### config.mk
export PLATFORM = sky130hd
export DESIGN_NAME = vector_register_file
export DESIGN_NICKNAME = d
export VERILOG_FILES = /design/src/rtl/vrf_pkg.sv /design/src/rtl/vrf_clear_fsm.sv /design/src/rtl/vector_register_file.sv
export SDC_FILE = /design/constraint.sdc
export NUM_CORES = 2
export LEC_CHECK = 0
export CAP_MARGIN = 15
export CORE_AREA = 5 5 441 443
export CTS_CLUSTER_SIZE = 24
export DETAILED_ROUTE_END_ITERATION = 16
export DIE_AREA = 0 0 446 448
export PLACE_DENSITY = 0.82
export SETUP_SLACK_MARGIN = 0.05
export SLEW_MARGIN = 30
export SYNTH_ARGS = -nofsm -noshare
export SYNTH_HDL_FRONTEND = slang
export SYNTH_SLANG_ARGS = --single-unit
### constraint.sdc
create_clock -name clk -period 3.9 [get_ports clk]
set_clock_uncertainty 0.15 [all_clocks]
set_input_delay 0.78 -clock clk [delete_from_list [all_inputs] [get_ports clk]]
set_output_delay 0.78 -clock clk [all_outputs]
set_load 0.01 [all_outputs]
### src/rtl/vrf_pkg.sv
// Shared constants and controller state encoding for the vector register file.
package vrf_pkg;

  localparam int VRF_LANE_WIDTH      = 32;
  localparam int VRF_LANES           = 4;
  localparam int VRF_REGISTER_NUMBER = 16;
  localparam int VRF_ADDR_NUMBER     = 5;

  typedef enum logic {
    IDLE  = 1'b0,
    CLEAR = 1'b1
  } vrf_state_e;

endpackage

### src/rtl/vrf_clear_fsm.sv
// Zeroing-sweep controller: walks clr_ptr over every register, one per cycle,
// and reports busy for the whole sweep.
module vrf_clear_fsm
  import vrf_pkg::*;
#(
  parameter int REGISTER_NUMBER = VRF_REGISTER_NUMBER,
  parameter int ADDR_NUMBER     = VRF_ADDR_NUMBER
) (
  input  logic                   clk,
  input  logic                   reset,
  input  logic                   clear_req,
  output logic                   busy,
  output logic                   clr_we,
  output logic [ADDR_NUMBER-1:0] clr_addr
);

  localparam logic [ADDR_NUMBER-1:0] LAST_PTR = ADDR_NUMBER'(REGISTER_NUMBER - 1);

  vrf_state_e             state_reg, state_next;
  logic [ADDR_NUMBER-1:0] clr_ptr_reg, clr_ptr_next;

  // Reset lands in CLEAR so storage is zeroed without an async reset on the RAM.
  always_ff @(posedge clk or negedge reset) begin
    if (!reset) begin
      state_reg   <= CLEAR;
      clr_ptr_reg <= '0;
    end else begin
      state_reg   <= state_next;
      clr_ptr_reg <= clr_ptr_next;
    end
  end

  always_comb begin
    state_next   = state_reg;
    clr_ptr_next = clr_ptr_reg;
    busy         = 1'b0;
    clr_we       = 1'b0;
    clr_addr     = clr_ptr_reg;
    case (state_reg)
      IDLE: begin
        if (clear_req) begin
          state_next   = CLEAR;
          clr_ptr_next = '0;
        end
      end
      CLEAR: begin
        busy   = 1'b1;
        clr_we = 1'b1;
        if (clr_ptr_reg == LAST_PTR) begin
          state_next   = IDLE;
          clr_ptr_next = '0;
        end else begin
          clr_ptr_next = clr_ptr_reg + 1'b1;
        end
      end
      default: state_next = IDLE;
    endcase
  end

endmodule

### src/rtl/vector_register_file.sv
// Lane-maskable vector register file: one write port, two registered read
// ports with write-through bypass, and a sweep-based clear.
module vector_register_file
  import vrf_pkg::*;
#(
  parameter int LANE_WIDTH      = VRF_LANE_WIDTH,
  parameter int LANES           = VRF_LANES,
  parameter int REGISTER_NUMBER = VRF_REGISTER_NUMBER,
  parameter int ADDR_NUMBER     = VRF_ADDR_NUMBER
) (
  input  logic                          clk,
  input  logic                          reset,
  input  logic                          clear_req,
  input  logic                          wr_en,
  input  logic [LANES-1:0]              wr_lane_mask,
  input  logic [ADDR_NUMBER-1:0]        wr_addr,
  input  logic [LANE_WIDTH*LANES-1:0]   wr_data,
  input  logic                          rd_en_1,
  input  logic                          rd_en_2,
  input  logic [ADDR_NUMBER-1:0]        rd_addr_1,
  input  logic [ADDR_NUMBER-1:0]        rd_addr_2,
  output logic [LANE_WIDTH*LANES-1:0]   rd_data_1,
  output logic [LANE_WIDTH*LANES-1:0]   rd_data_2,
  output logic                          rd_valid_1,
  output logic                          rd_valid_2,
  output logic                          rd_err_1,
  output logic                          rd_err_2,
  output logic                          busy
);

  localparam int DW    = LANE_WIDTH * LANES;
  localparam int IDX_W = (REGISTER_NUMBER > 1) ? $clog2(REGISTER_NUMBER) : 1;
  localparam logic [ADDR_NUMBER:0] REG_LIMIT = (ADDR_NUMBER + 1)'(REGISTER_NUMBER);

  logic                   clr_we;
  logic [ADDR_NUMBER-1:0] clr_addr;

  vrf_clear_fsm #(
    .REGISTER_NUMBER(REGISTER_NUMBER),
    .ADDR_NUMBER    (ADDR_NUMBER)
  ) u_clear_fsm (
    .clk      (clk),
    .reset    (reset),
    .clear_req(clear_req),
    .busy     (busy),
    .clr_we   (clr_we),
    .clr_addr (clr_addr)
  );

  logic             wr_in_range;
  logic             wr_fire;
  logic [IDX_W-1:0] mem_widx;

  assign wr_in_range = ({1'b0, wr_addr} < REG_LIMIT);
  assign wr_fire     = wr_en & ~busy & wr_in_range & (|wr_lane_mask);
  // The sweep owns the write port whenever it runs; user writes are blocked by busy.
  assign mem_widx    = clr_we ? IDX_W'(clr_addr) : IDX_W'(wr_addr);

  logic [1:0]                  rd_en_v;
  logic [1:0][ADDR_NUMBER-1:0] rd_addr_v;
  logic [1:0]                  rd_in_range;
  logic [1:0]                  bypass_hit;
  logic [1:0][IDX_W-1:0]       rd_idx;
  logic [1:0][DW-1:0]          rd_next;

  assign rd_en_v   = {rd_en_2, rd_en_1};
  assign rd_addr_v = {rd_addr_2, rd_addr_1};

  genvar gi, gj;

  generate
    for (gj = 0; gj < 2; gj++) begin : g_port_ctl
      assign rd_in_range[gj] = ({1'b0, rd_addr_v[gj]} < REG_LIMIT);
      assign bypass_hit[gj]  = wr_fire & (wr_addr == rd_addr_v[gj]);
      assign rd_idx[gj]      = IDX_W'(rd_addr_v[gj]);
    end
  endgenerate

  // One storage array per lane so each lane has its own write enable.
  generate
    for (gi = 0; gi < LANES; gi++) begin : g_lane
      logic [LANE_WIDTH-1:0] mem [REGISTER_NUMBER];
      logic                  lane_we;
      logic [LANE_WIDTH-1:0] lane_wdata;

      assign lane_we    = clr_we | (wr_fire & wr_lane_mask[gi]);
      assign lane_wdata = clr_we ? '0 : wr_data[gi*LANE_WIDTH +: LANE_WIDTH];

      always_ff @(posedge clk) begin
        if (lane_we) begin
          mem[mem_widx] <= lane_wdata;
        end
      end

      for (gj = 0; gj < 2; gj++) begin : g_rd_lane
        assign rd_next[gj][gi*LANE_WIDTH +: LANE_WIDTH] =
          !rd_in_range[gj]                        ? '0 :
          (bypass_hit[gj] && wr_lane_mask[gi])    ? wr_data[gi*LANE_WIDTH +: LANE_WIDTH] :
                                                    mem[rd_idx[gj]];
      end
    end
  endgenerate

  generate
    for (gj = 0; gj < 2; gj++) begin : g_rd
      logic [DW-1:0] rd_data_reg;
      logic          rd_valid_reg;
      logic          rd_err_reg;

      always_ff @(posedge clk or negedge reset) begin
        if (!reset) begin
          rd_data_reg  <= '0;
          rd_valid_reg <= 1'b0;
          rd_err_reg   <= 1'b0;
        end else if (!busy && rd_en_v[gj]) begin
          rd_data_reg  <= rd_next[gj];
          rd_valid_reg <= 1'b1;
          rd_err_reg   <= ~rd_in_range[gj];
        end else begin
          rd_valid_reg <= 1'b0;
          rd_err_reg   <= 1'b0;
        end
      end
    end
  endgenerate

  assign rd_data_1  = g_rd[0].rd_data_reg;
  assign rd_data_2  = g_rd[1].rd_data_reg;
  assign rd_valid_1 = g_rd[0].rd_valid_reg;
  assign rd_valid_2 = g_rd[1].rd_valid_reg;
  assign rd_err_1   = g_rd[0].rd_err_reg;
  assign rd_err_2   = g_rd[1].rd_err_reg;

endmodule

==> flow_summary.json <==
{
  "gr-total-overflow": 0,
  "cts-resized-gates": 0,
  "first_iter_violations": 8911,
  "gp_congestion": 0.8519,
  "r2r_end": "rd_data_1[87]$_DFFE_PN0P_",
  "die_x_microns": 446,
  "core_area_sq_um": 189600,
  "crit_type": "reg -> out",
  "drv_slew": 0,
  "worstRegToRegCells": 6,
  "yosys_most_used_dff": "edfxtp_1",
  "dp_hpwl_microns": 170900,
  "rows": 160,
  "syn-num-nets": 5528,
  "cp_max_fo": 35,
  "synth_top_area_share_pct": 59.20,
  "setup_viol": 0,
  "critical_path.startpoint": "u_clear_fsm.state_reg$_DFF_PN1_",
  "ir_drop_mv": 0.4452,
  "netlist_area_sq_um": 103900,
  "synth_seq_area_share_pct": 65.60,
  "die_area_sq_um": 199800,
  "synthXorXnorAreaFrac_pct": 0.1012,
  "die_h_microns": 448,
  "synth_top_cells_by_area": "edfxtp_1 59%, mux4_2 22%, dfrtp_1 6.4%, a22oi_1 3.7%, a221o_1 2.5%",
  "worstReg2RegStart": "u_clear_fsm.state_reg$_DFF_PN1_",
  "grt_pass1_wl_microns": 447600,
  "crit_path_start_kind": "register",
  "fin_crit_sh_pct": 88.05,
  "routed_wirelength_microns": 311100,
  "cts_made_buffers": 222,
  "hold_ws_ns": 0.2643,
  "combPwrFrac_pct": 23.4,
  "cts_tree": "yes",
  "run_status": "finished clean",
  "clock-root-buffer": "clkbuf_16",
  "cp-end-kind": "output port",
  "grt_max_degree": 130,
  "worstSetupPathDepth": 1,
  "synth.distinct_cells": 32,
  "cp_num_buf_inv": 1,
  "seq_power_share_pct": 48.0,
  "grt_usage_pct": 30.97,
  "muxShareOfSynthArea_pct": 22.20,
  "final_util_pct": 64.17,
  "htreeDepth": 4,
  "leakage_nw": 40.66,
  "maxSlewHeadroom_pct": 33.77,
  "ys.warnings.count": 0,
  "worst_path_max_delay_cell": "dfstp_4",
  "synth_compound_area_share_pct": 6.332,
  "postSynthAreaPerCell_sq_um": 19.33,
  "switching_share_pct": 28.98,
  "hold_path_class": "in -> async",
  "fin_nets": 5978,
  "io_buffers": 413,
  "vias_per_cell": 7.302,
  "synth-simple-area-share_pct": 3.873,
  "largest_register_ffs": 2048,
  "cp_cell_sequence": "clkdlybuf4s50_1",
  "fin_crit_ns": 3.434,
  "rsz0062_at_grt": "no",
  "start_util_pct": 54.80,
  "hold_viol": 0,
  "rrSetupSlack_ns": 0.78,
  "clkSinkCount": 2314,
  "path_delay_family": "flip-flops",
  "worst_pin_slew_ns": 0.9914,
  "drive_above_1_share_pct": 29.46,
  "drv_cap": 0,
  "drt_first_pass_iters": 6,
  "synthAdderAreaFrac_pct": 0.01204,
  "fmax_mhz": 291.2,
  "p_switching_mw": 22.22,
  "crit_arrival_ns": 2.50,
  "synth-seq-cells": 2314,
  "postCtsSetupRepairBufs": 0,
  "synthArstFlopShare_pct": 11.50,
  "drc_errors": 0,
  "synth_top_area_cell": "edfxtp_1",
  "clk_latency_ns": 0.88,
  "routedWlPerCell_microns": 36.45,
  "area.growth.synth_to_final_pct": 17.09,
  "max_flop_register": "g_lane.mem",
  "p_clk_share_pct": 28.7,
  "synth_edf_count": 2048,
  "worstPathRequired_ns": 2.97,
  "synthCells": 5374,
  "ctsHoldBuffers": 1,
  "grt_antenna_before_repair": 10,
  "cp_slowest_stage_delay_ns": 0.98,
  "clkTransAtPathRegs_ns": 0.07,
  "ant_nets": 0,
  "cp-endpoint": "busy",
  "power_density_nw_per_um2": 630.4,
  "vias": 62330,
  "grt_pass1_vias": 65410,
  "internal_power_mw": 54.46,
  "synth_top_family_by_area": "multiplexers",
  "boundaryPins": 414,
  "clockBufferDepth": 3
}
-- layout make-up --
cell class                      count  area [sq um]
Tap cell                         2511          3142
Multi-Input combinational cell   2609         34750
Sequential cell                  2314         68160
Inverter                           10         37.54
Antenna cell                        7         17.52
Clock inverter                    105          1276
Clock buffer                      313          6168
Timing Repair Buffer              667          8100
Fill cell                       11970         67930
-- cell usage after synthesis (2+ instances only) --
master,count
a21oi_1,4
a221o_1,256
a22oi_1,512
a31oi_1,8
and2_1,264
and3_1,2
buf_1,23
buf_2,108
buf_4,16
buf_6,8
clkbuf_1,285
dfrtp_1,265
edfxtp_1,2048
inv_1,10
mux4_2,1024
nand2_1,289
nand2b_1,5
nand3_1,6
nor2_1,70
nor2b_1,133
nor4_2,8
o21ai_0,5
o31ai_1,2
o32ai_1,5
xnor2_1,10
xor2_1,2
-- cell families (layout without fill, tap and decap cells) --
group           Yosys count  count (layout)
flops                  2314            2314
mux                    1024            1024
compound gates          794             794
simple gates            778             778
buf+inv                 451            1095
xor+xnor                 12              12
fa+ha+maj                 1               1
other cells               0               7
-- power by group through the flow --
stage / clock network (mW) / registers, mW / logic, mW
2_1_floorplan: 0 / 36.2 / 8.97
3_3_place_gp: 0 / 36.4 / 17.0
3_5_place_dp: 0 / 36.9 / 17.6
4_1_cts: 22.1 / 36.7 / 17.8
5_1_grt: 23.2 / 37.1 / 18.7
6_report: 22.0 / 36.8 / 17.9
-- worst min-delay path by stage --
stage | from | to | slack [ns] | depth (start not counted)
3_5_place_dp | u_clear_fsm.clr_addr[4]$_DFFE_PN0P_ | u_clear_fsm.clr_addr[4]$_DFFE_PN0P_ | 0.34 | 2
3_3_place_gp | u_clear_fsm.clr_addr[4]$_DFFE_PN0P_ | u_clear_fsm.clr_addr[4]$_DFFE_PN0P_ | 0.34 | 2
6_report | reset | rd_data_1[10]$_DFFE_PN0P_ | 0.26 | 2
2_1_floorplan | reset | rd_data_1[0]$_DFFE_PN0P_ | 0.33 | 0
5_1_grt | reset | rd_data_1[10]$_DFFE_PN0P_ | 0.28 | 2
4_1_cts | reset | rd_data_1[10]$_DFFE_PN0P_ | 0.23 | 2
-- through the flow --
step	TNS, ns	worst slack [ns]	power [mW]	instances	cell area (sq um)
after floorplan	0	0.3947	45.21	5374	103900
after global placement	-583.86	-0.3257	53.43	8106	113900
after detailed placement	0	0.1884	54.49	8110	114000
after CTS	0	0.4308	76.51	8529	121500
after global routing	0	0.3921	79.01	8536	121600
final	0	0.4662	76.68	8536	121600
-- layer usage --
metal	vias to the layer above	track usage, %	share of wire [%]
li1	23920	-	-
met1	32060	39.09	32
met2	5260	49.88	48
met3	1081	7.734	13
met4	2	17.16	6.4
met5	-	0	0.0042
-- layout by cell type (no fill, tap or decap), drive strengths merged, types with 10 or more instances in the layout --
| cell type | count |
|---|---|
| nor2 | 70 |
| dfrtp | 265 |
| bufinv | 22 |
| and2 | 264 |
| nor2b | 133 |
| mux4 | 1024 |
| xnor2 | 10 |
| edfxtp | 2048 |
| buf | 258 |
| clkinv | 69 |
| a22oi | 512 |
| nand2 | 289 |
| a221o | 256 |
| clkdlybuf4s50 | 408 |
| clkbuf | 313 |
| inv | 17 |
Note: power is estimated with default switching activity, not from simulation.
